**src/rtl/simon_tone_sequencer.sv**
```systemverilog
`default_nettype none
// ============================================================================
// Module   : simon_tone_sequencer
// Purpose  : Plays a stored Simon colour sequence as timed notes and gaps on a
//            shared tone generator, and passes button tones through when idle.
//            Define SEQ_ABORT_EN to add the abort input.
// Revision : 1.0  initial release
// ============================================================================
module simon_tone_sequencer #(
   parameter int FREQ0   = 262,
   parameter int FREQ1   = 330,
   parameter int FREQ2   = 392,
   parameter int FREQ3   = 523,
   parameter int MAX_LEN = 32
) (
   input  logic                               clk,
   input  logic                               rst,
   input  logic [15:0]                        clk_counter,
   input  logic                               start,
   input  logic [$clog2(MAX_LEN+1)-1:0]       seq_len,
   input  logic [11:0]                        note_ms,
   input  logic [11:0]                        gap_ms,
   input  logic [3:0]                         btn_tone,
`ifdef SEQ_ABORT_EN
   input  logic                               abort,
`endif
   output logic [$clog2(MAX_LEN)-1:0]         rd_addr,
   input  logic [1:0]                         rd_data,
   output logic [9:0]                         frequency,
   output logic [3:0]                         led,
   output logic                               busy,
   output logic                               done
);

   localparam int c_ADDR_W = $clog2(MAX_LEN);
   localparam int c_LEN_W  = $clog2(MAX_LEN + 1);

   typedef enum logic [2:0] {
      S_IDLE  = 3'd0,
      S_FETCH = 3'd1,
      S_WAIT  = 3'd2,
      S_NOTE  = 3'd3,
      S_GAP   = 3'd4,
      S_DONE  = 3'd5
   } state_t;

   state_t                r_state;
   state_t                w_state_nxt;
   logic [c_ADDR_W-1:0]   r_index;
   logic [c_LEN_W-1:0]    r_len;
   logic [11:0]           r_note;
   logic [11:0]           r_gap;
   logic [15:0]           r_presc;
   logic [11:0]           r_ms;
   logic [9:0]            r_freq;
   logic [3:0]            r_led;

   logic [15:0]           w_cc;
   logic [11:0]           w_dur;
   logic                  w_tick;
   logic                  w_expire;
   logic                  w_last;
   logic                  w_abort;
   logic                  w_enter_timed;
   logic [c_LEN_W-1:0]    w_len_clamped;
   logic                  w_btn_onehot;
   logic [9:0]            w_btn_freq;

   function automatic logic [9:0] f_colour_freq(input logic [1:0] colour);
      case (colour)
         2'd0:    return 10'(FREQ0);
         2'd1:    return 10'(FREQ1);
         2'd2:    return 10'(FREQ2);
         default: return 10'(FREQ3);
      endcase
   endfunction

`ifdef SEQ_ABORT_EN
   assign w_abort = abort;
`else
   assign w_abort = 1'b0;
`endif

   // A zero clocks-per-ms setting behaves as one cycle per millisecond.
   assign w_cc          = (clk_counter == 16'd0) ? 16'd1 : clk_counter;
   assign w_dur         = (r_state == S_NOTE) ? r_note : r_gap;
   assign w_tick        = (r_presc == w_cc - 16'd1);
   assign w_expire      = w_tick && (r_ms == w_dur - 12'd1);
   assign w_last        = (c_LEN_W'(r_index) + c_LEN_W'(1)) == r_len;
   assign w_len_clamped = (seq_len > c_LEN_W'(MAX_LEN)) ? c_LEN_W'(MAX_LEN) : seq_len;
   assign w_btn_onehot  = (btn_tone == 4'b0001) || (btn_tone == 4'b0010) ||
                          (btn_tone == 4'b0100) || (btn_tone == 4'b1000);
   assign w_enter_timed = (w_state_nxt != r_state) &&
                          ((w_state_nxt == S_NOTE) || (w_state_nxt == S_GAP));

   always_comb begin
      w_btn_freq = 10'd0;
      case (btn_tone)
         4'b0001: w_btn_freq = f_colour_freq(2'd0);
         4'b0010: w_btn_freq = f_colour_freq(2'd1);
         4'b0100: w_btn_freq = f_colour_freq(2'd2);
         4'b1000: w_btn_freq = f_colour_freq(2'd3);
         default: w_btn_freq = 10'd0;
      endcase
   end

   always_ff @(posedge clk) begin
      if (rst) r_state <= S_IDLE;
      else     r_state <= w_state_nxt;
   end

   always_comb begin
      w_state_nxt = r_state;
      busy        = 1'b0;
      done        = 1'b0;
      case (r_state)
         S_IDLE:  if (start) w_state_nxt = (w_len_clamped == '0) ? S_DONE : S_FETCH;
         S_FETCH: w_state_nxt = S_WAIT;
         S_WAIT:  w_state_nxt = S_NOTE;
         S_NOTE:  if (w_expire) w_state_nxt = S_GAP;
         S_GAP:   if (w_expire) w_state_nxt = w_last ? S_DONE : S_FETCH;
         S_DONE:  w_state_nxt = S_IDLE;
         default: w_state_nxt = S_IDLE;
      endcase
      if (w_abort && (r_state inside {S_FETCH, S_WAIT, S_NOTE, S_GAP}))
         w_state_nxt = S_DONE;
      busy = r_state inside {S_FETCH, S_WAIT, S_NOTE, S_GAP};
      done = (r_state == S_DONE);
   end

   always_ff @(posedge clk) begin
      if (rst) begin
         r_index <= '0;
         r_len   <= '0;
         r_note  <= 12'd0;
         r_gap   <= 12'd0;
         r_presc <= 16'd0;
         r_ms    <= 12'd0;
         r_freq  <= 10'd0;
         r_led   <= 4'd0;
      end else begin
         if (r_state == S_IDLE && start) begin
            r_index <= '0;
            r_len   <= w_len_clamped;
            r_note  <= (note_ms == 12'd0) ? 12'd1 : note_ms;
            r_gap   <= (gap_ms == 12'd0) ? 12'd1 : gap_ms;
         end
         if (r_state == S_GAP && w_state_nxt == S_FETCH)
            r_index <= r_index + c_ADDR_W'(1);

         // Timers restart on every entry so each phase is exactly dur*cc cycles.
         if (w_enter_timed) begin
            r_presc <= 16'd0;
            r_ms    <= 12'd0;
         end else if (r_state == S_NOTE || r_state == S_GAP) begin
            if (w_tick) begin
               r_presc <= 16'd0;
               r_ms    <= r_ms + 12'd1;
            end else begin
               r_presc <= r_presc + 16'd1;
            end
         end

         case (w_state_nxt)
            S_NOTE: begin
               if (r_state == S_WAIT) begin
                  r_freq <= f_colour_freq(rd_data);
                  r_led  <= 4'b0001 << rd_data;
               end
            end
            S_IDLE: begin
               if (r_state == S_IDLE && w_btn_onehot) begin
                  r_freq <= w_btn_freq;
                  r_led  <= btn_tone;
               end else begin
                  r_freq <= 10'd0;
                  r_led  <= 4'd0;
               end
            end
            default: begin
               r_freq <= 10'd0;
               r_led  <= 4'd0;
            end
         endcase
      end
   end

   assign rd_addr   = r_index;
   assign frequency = r_freq;
   assign led       = r_led;

endmodule
`default_nettype wire

```
**config.mk**
```make
export PLATFORM = sky130hd
export DESIGN_NAME = simon_tone_sequencer
export DESIGN_NICKNAME = d
export VERILOG_FILES = /design/src/rtl/simon_tone_sequencer.sv
export SDC_FILE = /design/constraint.sdc
export NUM_CORES = 1
export LEC_CHECK = 0
export BUFFER_PORTS_ARGS = -buffer_cell sky130_fd_sc_hd__buf_2
export CAP_MARGIN = 30
export CORE_MARGIN = 2
export CORE_UTILIZATION = 50
export CTS_BUF_LIST = sky130_fd_sc_hd__clkbuf_4 sky130_fd_sc_hd__clkbuf_8
export CTS_CLUSTER_DIAMETER = 100
export DETAILED_ROUTE_END_ITERATION = 6
export PLACE_DENSITY = 0.74
export SYNTH_ARGS = -nofsm -noshare
export SYNTH_HDL_FRONTEND = slang
export SYNTH_SLANG_ARGS = --single-unit
```
**constraint.sdc**
```tcl
create_clock -name clk -period 4.1 [get_ports clk]
set_input_delay 0.82 -clock clk [delete_from_list [all_inputs] [get_ports clk]]
set_output_delay 0.82 -clock clk [all_outputs]
set_load 0.02 [all_outputs]
```
# Yosys cells after proc, flatten, opt, wreduce, memory -nomap -nowiden
# Index checks and enable logic that the tools add are counted.
word_totals:
  reg_bits: 80
  latch_bits: 0
  mem_bits_rw: 0
  mem_bits_ro: 0
  input_bits: 55
  out_inout_bits: 21
  memories: 0
classes:
  addsub: 6
  multipliers: 0
  n_div: 0
  n_lt_le_gt_ge: 1
  eq_ne: 19
  shifts: 1
  muxes: 22
  n_bitwise: 0
  reduce_logical: 21
ops:
  columns: ["cell", "count"]
  rows:
  - ["one-hot mux 10 bit (4 select lines)", 1]
  - ["two-way mux 12 bit", 3]
  - ["two-way mux 16 bit", 2]
  - ["one-hot mux 10 bit (3 select lines)", 1]
  - ["logical NOT 12 bit", 2]
  - ["two-way mux 10 bit", 2]
  - ["one-hot mux 10 bit (2 select lines)", 1]
  - ["adder 16 x 1 -> 16 bit, second input constant", 1]
  - ["equality test 16 bit", 1]
  - ["logical NOT 16 bit", 1]
  - ["subtractor 16 x 1 -> 16 bit, second input constant", 1]
  - ["two-way mux 3 bit", 5]
  - ["one-hot mux 3 bit (5 select lines)", 1]
  - ["adder 12 x 1 -> 12 bit, second input constant", 1]
  - ["equality test 12 bit", 1]
  - ["subtractor 12 x 1 -> 12 bit, second input constant", 1]
  - ["two-way mux 5 bit", 2]
  - ["equality test 3 x 2 -> 1 bit, second input constant", 3]
  - ["equality test 3 bit, second input constant", 3]
  - ["two-way mux 4 bit", 2]
  - ["one-hot mux 4 bit (2 select lines)", 1]
  - ["adder 5 x 1 -> 6 bit, second input constant", 1]
  - ["equality test 3 x 1 -> 1 bit, second input constant", 2]
  - ["equality test 6 bit", 1]
  - ["21 further kinds", 30]

# Longest topological paths before layout
logic_depth:
  depth_word: 11
  mapped_depth: 17
  mapped_depth_nobuf: 14

# Worst setup path after synthesis
# OpenSTA, ideal clock, no wires.
synth_timing:
  kind: "input-to-reg"
  from: "input port clk_counter[4]"
  to: "register r_index[0] (netlist: rd_addr[0])"
  setup_ns: 0.067
  t_arrival_ns: 4.138
  required_ns: 4.033
  slack_ns: -0.105
  cell_stages: 17
  n_path_buf: 3
  cell_sequence: "buf_2 nor4_2 nand3_2 nor2_1 nor2_1 ha_1 or3b_1 clkbuf_1 xnor2_1 o211a_1 o22a_1 nor4_4 nand3_2 or4_1 buf_2 or2_0 a21oi_2"
synth_via:
  elab_chain_len: 10
synth_rtl:
  columns: ["element", "line", "text"]
  rows:
  - ["start: declaration", "18", "input logic [15:0] clk_counter,"]
  - ["logical NOT 16 bit", "85", "assign w_cc = (clk_counter == 16'd0) ? 16'd1 : clk_counter;"]
  - ["two-way mux 16 bit (*)", "85", null]
  - ["subtractor 16 x 1 -> 16 bit (*)", "87", "assign w_tick = (r_presc == w_cc - 16'd1);"]
  - ["equality test 16 bit (*)", "87", null]
  - ["logical AND 1 bit (*)", "88", "assign w_expire = w_tick && (r_ms == w_dur - 12'd1);"]
  - ["two-way mux 3 bit (on tied branches)", "121, 120", null]
  - ["one-hot mux 3 bit (5 select lines) (*)", "116", "case (r_state)"]
  - ["equality test 3 x 1 -> 1 bit (*)", "148", "if (r_state == S_GAP && w_state_nxt == S_FETCH)"]
  - ["logical AND 1 bit (*)", "148", null]
  - ["two-way mux 5 bit / nonzero test 2 bit (equally long branches)", null, null]
  - ["end signal: assignment", "149", "r_index <= r_index + c_ADDR_W'(1);"]
  - ["end: declaration", "49", "logic [c_ADDR_W-1:0] r_index;"]
# Mark *: on every way between the ends. The rest lies on a longest branch, timed or not.
# A chain may end at the register's enable or synchronous reset.

# Worst setup path after layout
layout_timing:
  from: "input port clk_counter[0]"
  to: "register r_index[0] (netlist: rd_addr[0])"
# Same word-level chain as after synthesis.

==> out/metrics.yaml <==
drive_above_1_share_pct: 19.40
wl_met1_mm: 5.890
drtPass1Iterations: 5
fp.dieH_um: 104.0
ios: 76
worstReg2RegStart: "r_state[2]$_SDFF_PP0_"
setup-violations-final: 0
layout_commonest_cell: "nand2_1"
final_area_um2: 5898
highest_layer: "met4"
total_power_mw: 1.972
synthFlopType: "dfxtp_1"
criticalPathCategory: "in2reg"
hold_path.class: "reg2reg"
synth_seq_cells: 77
max_stage_delay_ns: 0.68
num_vias: 4978
finalWirelength_mm: 12.41
dr_wl_met2_mm: 5.778
wl_met3_um: 562
synthesis.area_um2: 5005
cp.buffers_inverters: 1
start_util_pct: 51.44
power_leakage_nw: 2.198
setup.worst_path.start: "clk_counter[0]"
synth_cell_types: 67
hold_violations: 0
status: "finished clean"
crit_arrival_ns: 4.13
areaGrowthSynthToFinish_pct: 17.85
cts.path.max_buffers: 2
hold_start: "r_note[10]$_SDFFE_PP0P_"
ant_nets: 0
synth_edf_count: 0
finalNetCount: 792
cp_top_family: "simple AND/OR/NAND/NOR gates"
grt_max_degree: 50
antenna_found_initial: 0
track_usage_pct: 23.10
ir_drop_mv: 0.1815
place_area_um2: 5667
drv_cap: 0
cts.htree.levels: 3
relSlewSlack_pct: 37.18
cts_resized: 0
clock_latency_ns: 0.37
cts-root-buf: "clkbuf_8"
cp.required_ns: 4.39
grt_overflow: 0
yosys_warnings: 0
worst_pin_slew_ns: 0.9423
clkSinkCount: 77
io_buffers: 73
gp_congestion: 0.8994
drv_slew: 0
path_cells: "buf_2 > or4_1 > nor2_1 > nor2_1 > ha_1 > or3b_1 > xnor2_1 > o211a_1 > o22a_1 > nor4_4 > nand3_2 > or4_1 > or2_0 > a21oi_2"
synth-async-reset-ratio_pct: 0
diodes: 0
layout_common_cells: "89 x nand2_1, 77 x dfxtp_1, 73 x buf_2"
cts_setup_buffers: 0
die_area_um2: 10830
cpMaxStageDelayCell: "or4_1"
fillCellCount: 927
drt_iter0_markers: 351
period_share_pct: 93.56
p_per_area_nw_per_um2: 334.3
core_um2: 9729
fmax_mhz: 260.7
synthCells: 647
worstSetupStartpointType: "input port"
grt_pass1_vias: 4576
clkTransAtPathRegs_ns: 0.09
grt_first_pass_wirelength_mm: 21.02
wl_per_cell_um: 14.26
critPathMaxFanout: 8
finalClockSkew_ns: 0.01115
avgSynthCellArea_um2: 7.735
drc: 0
critPathCaptureType: "flop"
drt-vias-per-instance: 5.722
cts_tree: "done"
die-width_um: 104.0
cts_hold_buf: 0
yosysSeqAreaShare_pct: 30.80
rsz0062_at_grt: "false"
period_needed_ns: 3.836
hpwl_mm: 9.716
numCtsBuffers: 9
row_count: 36
final timing paths:
kind / slack [ns] / endpoint / cells past startpoint
max: 0.26 / rd_addr[0]$_SDFFE_PP0P_ / 14
max reg2reg: 0.43 / rd_addr[0]$_SDFFE_PP0P_ / 11
min: 0.46 / r_note[10]$_SDFFE_PP0P_ / 2
min reg2reg: 0.46 / r_note[10]$_SDFFE_PP0P_ / 2
per-stage QoR:
| step | hold slack, ns | cells | TNS [ns] | setup slack (ns) | utilization (%) |
|---|---|---|---|---|---|
| 2_1_floorplan | 0.4357 | 648 | 0 | 0.04015 | - |
| 4_1_cts | 0.4631 | 870 | 0 | 0.2701 | 60.62 |
| 3_3_place_gp | 0.4484 | 853 | 0 | 0.002190 | 57.96 |
| 5_1_grt | 0.4901 | 870 | 0 | 0.09234 | 60.62 |
| 6_report | 0.4603 | 870 | 0 | 0.2640 | 60.62 |
| 3_5_place_dp | 0.4503 | 854 | -0.1458 | -0.09299 | 58.24 |
cell type report:
type                    instances  area (µm²)  share of cell area (%)
flip-flops and latches         77        1541                   26.13
clock inverters                 6       93.84                   1.591
repair buffers                105       625.6                   10.61
multi-input cells             523        3273                   55.49
well taps                     133       166.4                   2.821
clock buffers                  10       137.6                   2.333
inverters                      16       60.06                   1.018
cell families after synthesis:
group	synth area share, %
multiplexers	3.875
other	0.07493
buffers and inverters	4.050
AO/OA/AOI/OAI	14.40
AND/OR/NAND/NOR	33.83
adder cells (fa/ha/maj)	1.250
XOR/XNOR	11.72
flip-flops	30.80
routing by layer:
layer | up-vias | global-route usage, %
met5 | - | 0
met4 | 0 | 7.722
met3 | 17 | 4.010
met2 | 144 | 38.11
met1 | 2332 | 30.59
li1 | 2485 | -
cells in the mapped netlist (6+ instances only):
cell / instances / share of area [%]
nor2_1: 57 / 4.3
clkbuf_1: 20 / 1.5
xor2_1: 26 / 4.6
nor3_1: 24 / 2.4
o21ai_0: 15 / 1.5
buf_2: 6 / 0.60
nand2_1: 89 / 6.7
or3_1: 9 / 1.1
xnor2_1: 41 / 7.2
mux2i_1: 16 / 3.2
nand3_1: 43 / 4.3
inv_1: 16 / 1.2
or4_1: 7 / 1.0
and3_1: 10 / 1.3
nor4_1: 14 / 1.7
nor3b_1: 7 / 1.0
dfxtp_1: 77 / 31
nand3b_1: 7 / 1.0
a21oi_1: 41 / 4.1
nand4_1: 13 / 1.6
o211ai_1: 17 / 2.5
worst reg2reg max path, cell delays in order (launching register included):
cell and delay, ns:
dfxtp_1 0.32, and3b_1 0.33, buf_4 0.24, buf_4 0.23, mux2i_1 0.61, nor3b_1 0.28
nor3_1 0.08, o31ai_1 0.30, nand4b_1 0.16, or4_1 0.66, or2_0 0.28, a21oi_2 0.13
power breakdown:
| group | switching [mW] | internal [mW] | total [mW] | leakage, nW |
|---|---|---|---|---|
| logic | 0.289 | 0.202 | 0.491 | 1.46 |
| clock network | 0.301 | 0.365 | 0.666 | 0.113 |
| registers | 0.0330 | 0.782 | 0.815 | 0.625 |
sequential cells by signal (all words and copies together), names as in the netlist:
| name | cells |
|---|---|
| r_presc | 16 |
| r_gap | 12 |
| r_ms | 12 |
| r_note | 12 |
| frequency | 7 |
| r_len | 6 |
| rd_addr | 5 |
| led | 4 |
| r_state | 3 |
No activity file was read; power rests on OpenSTA's default activity.
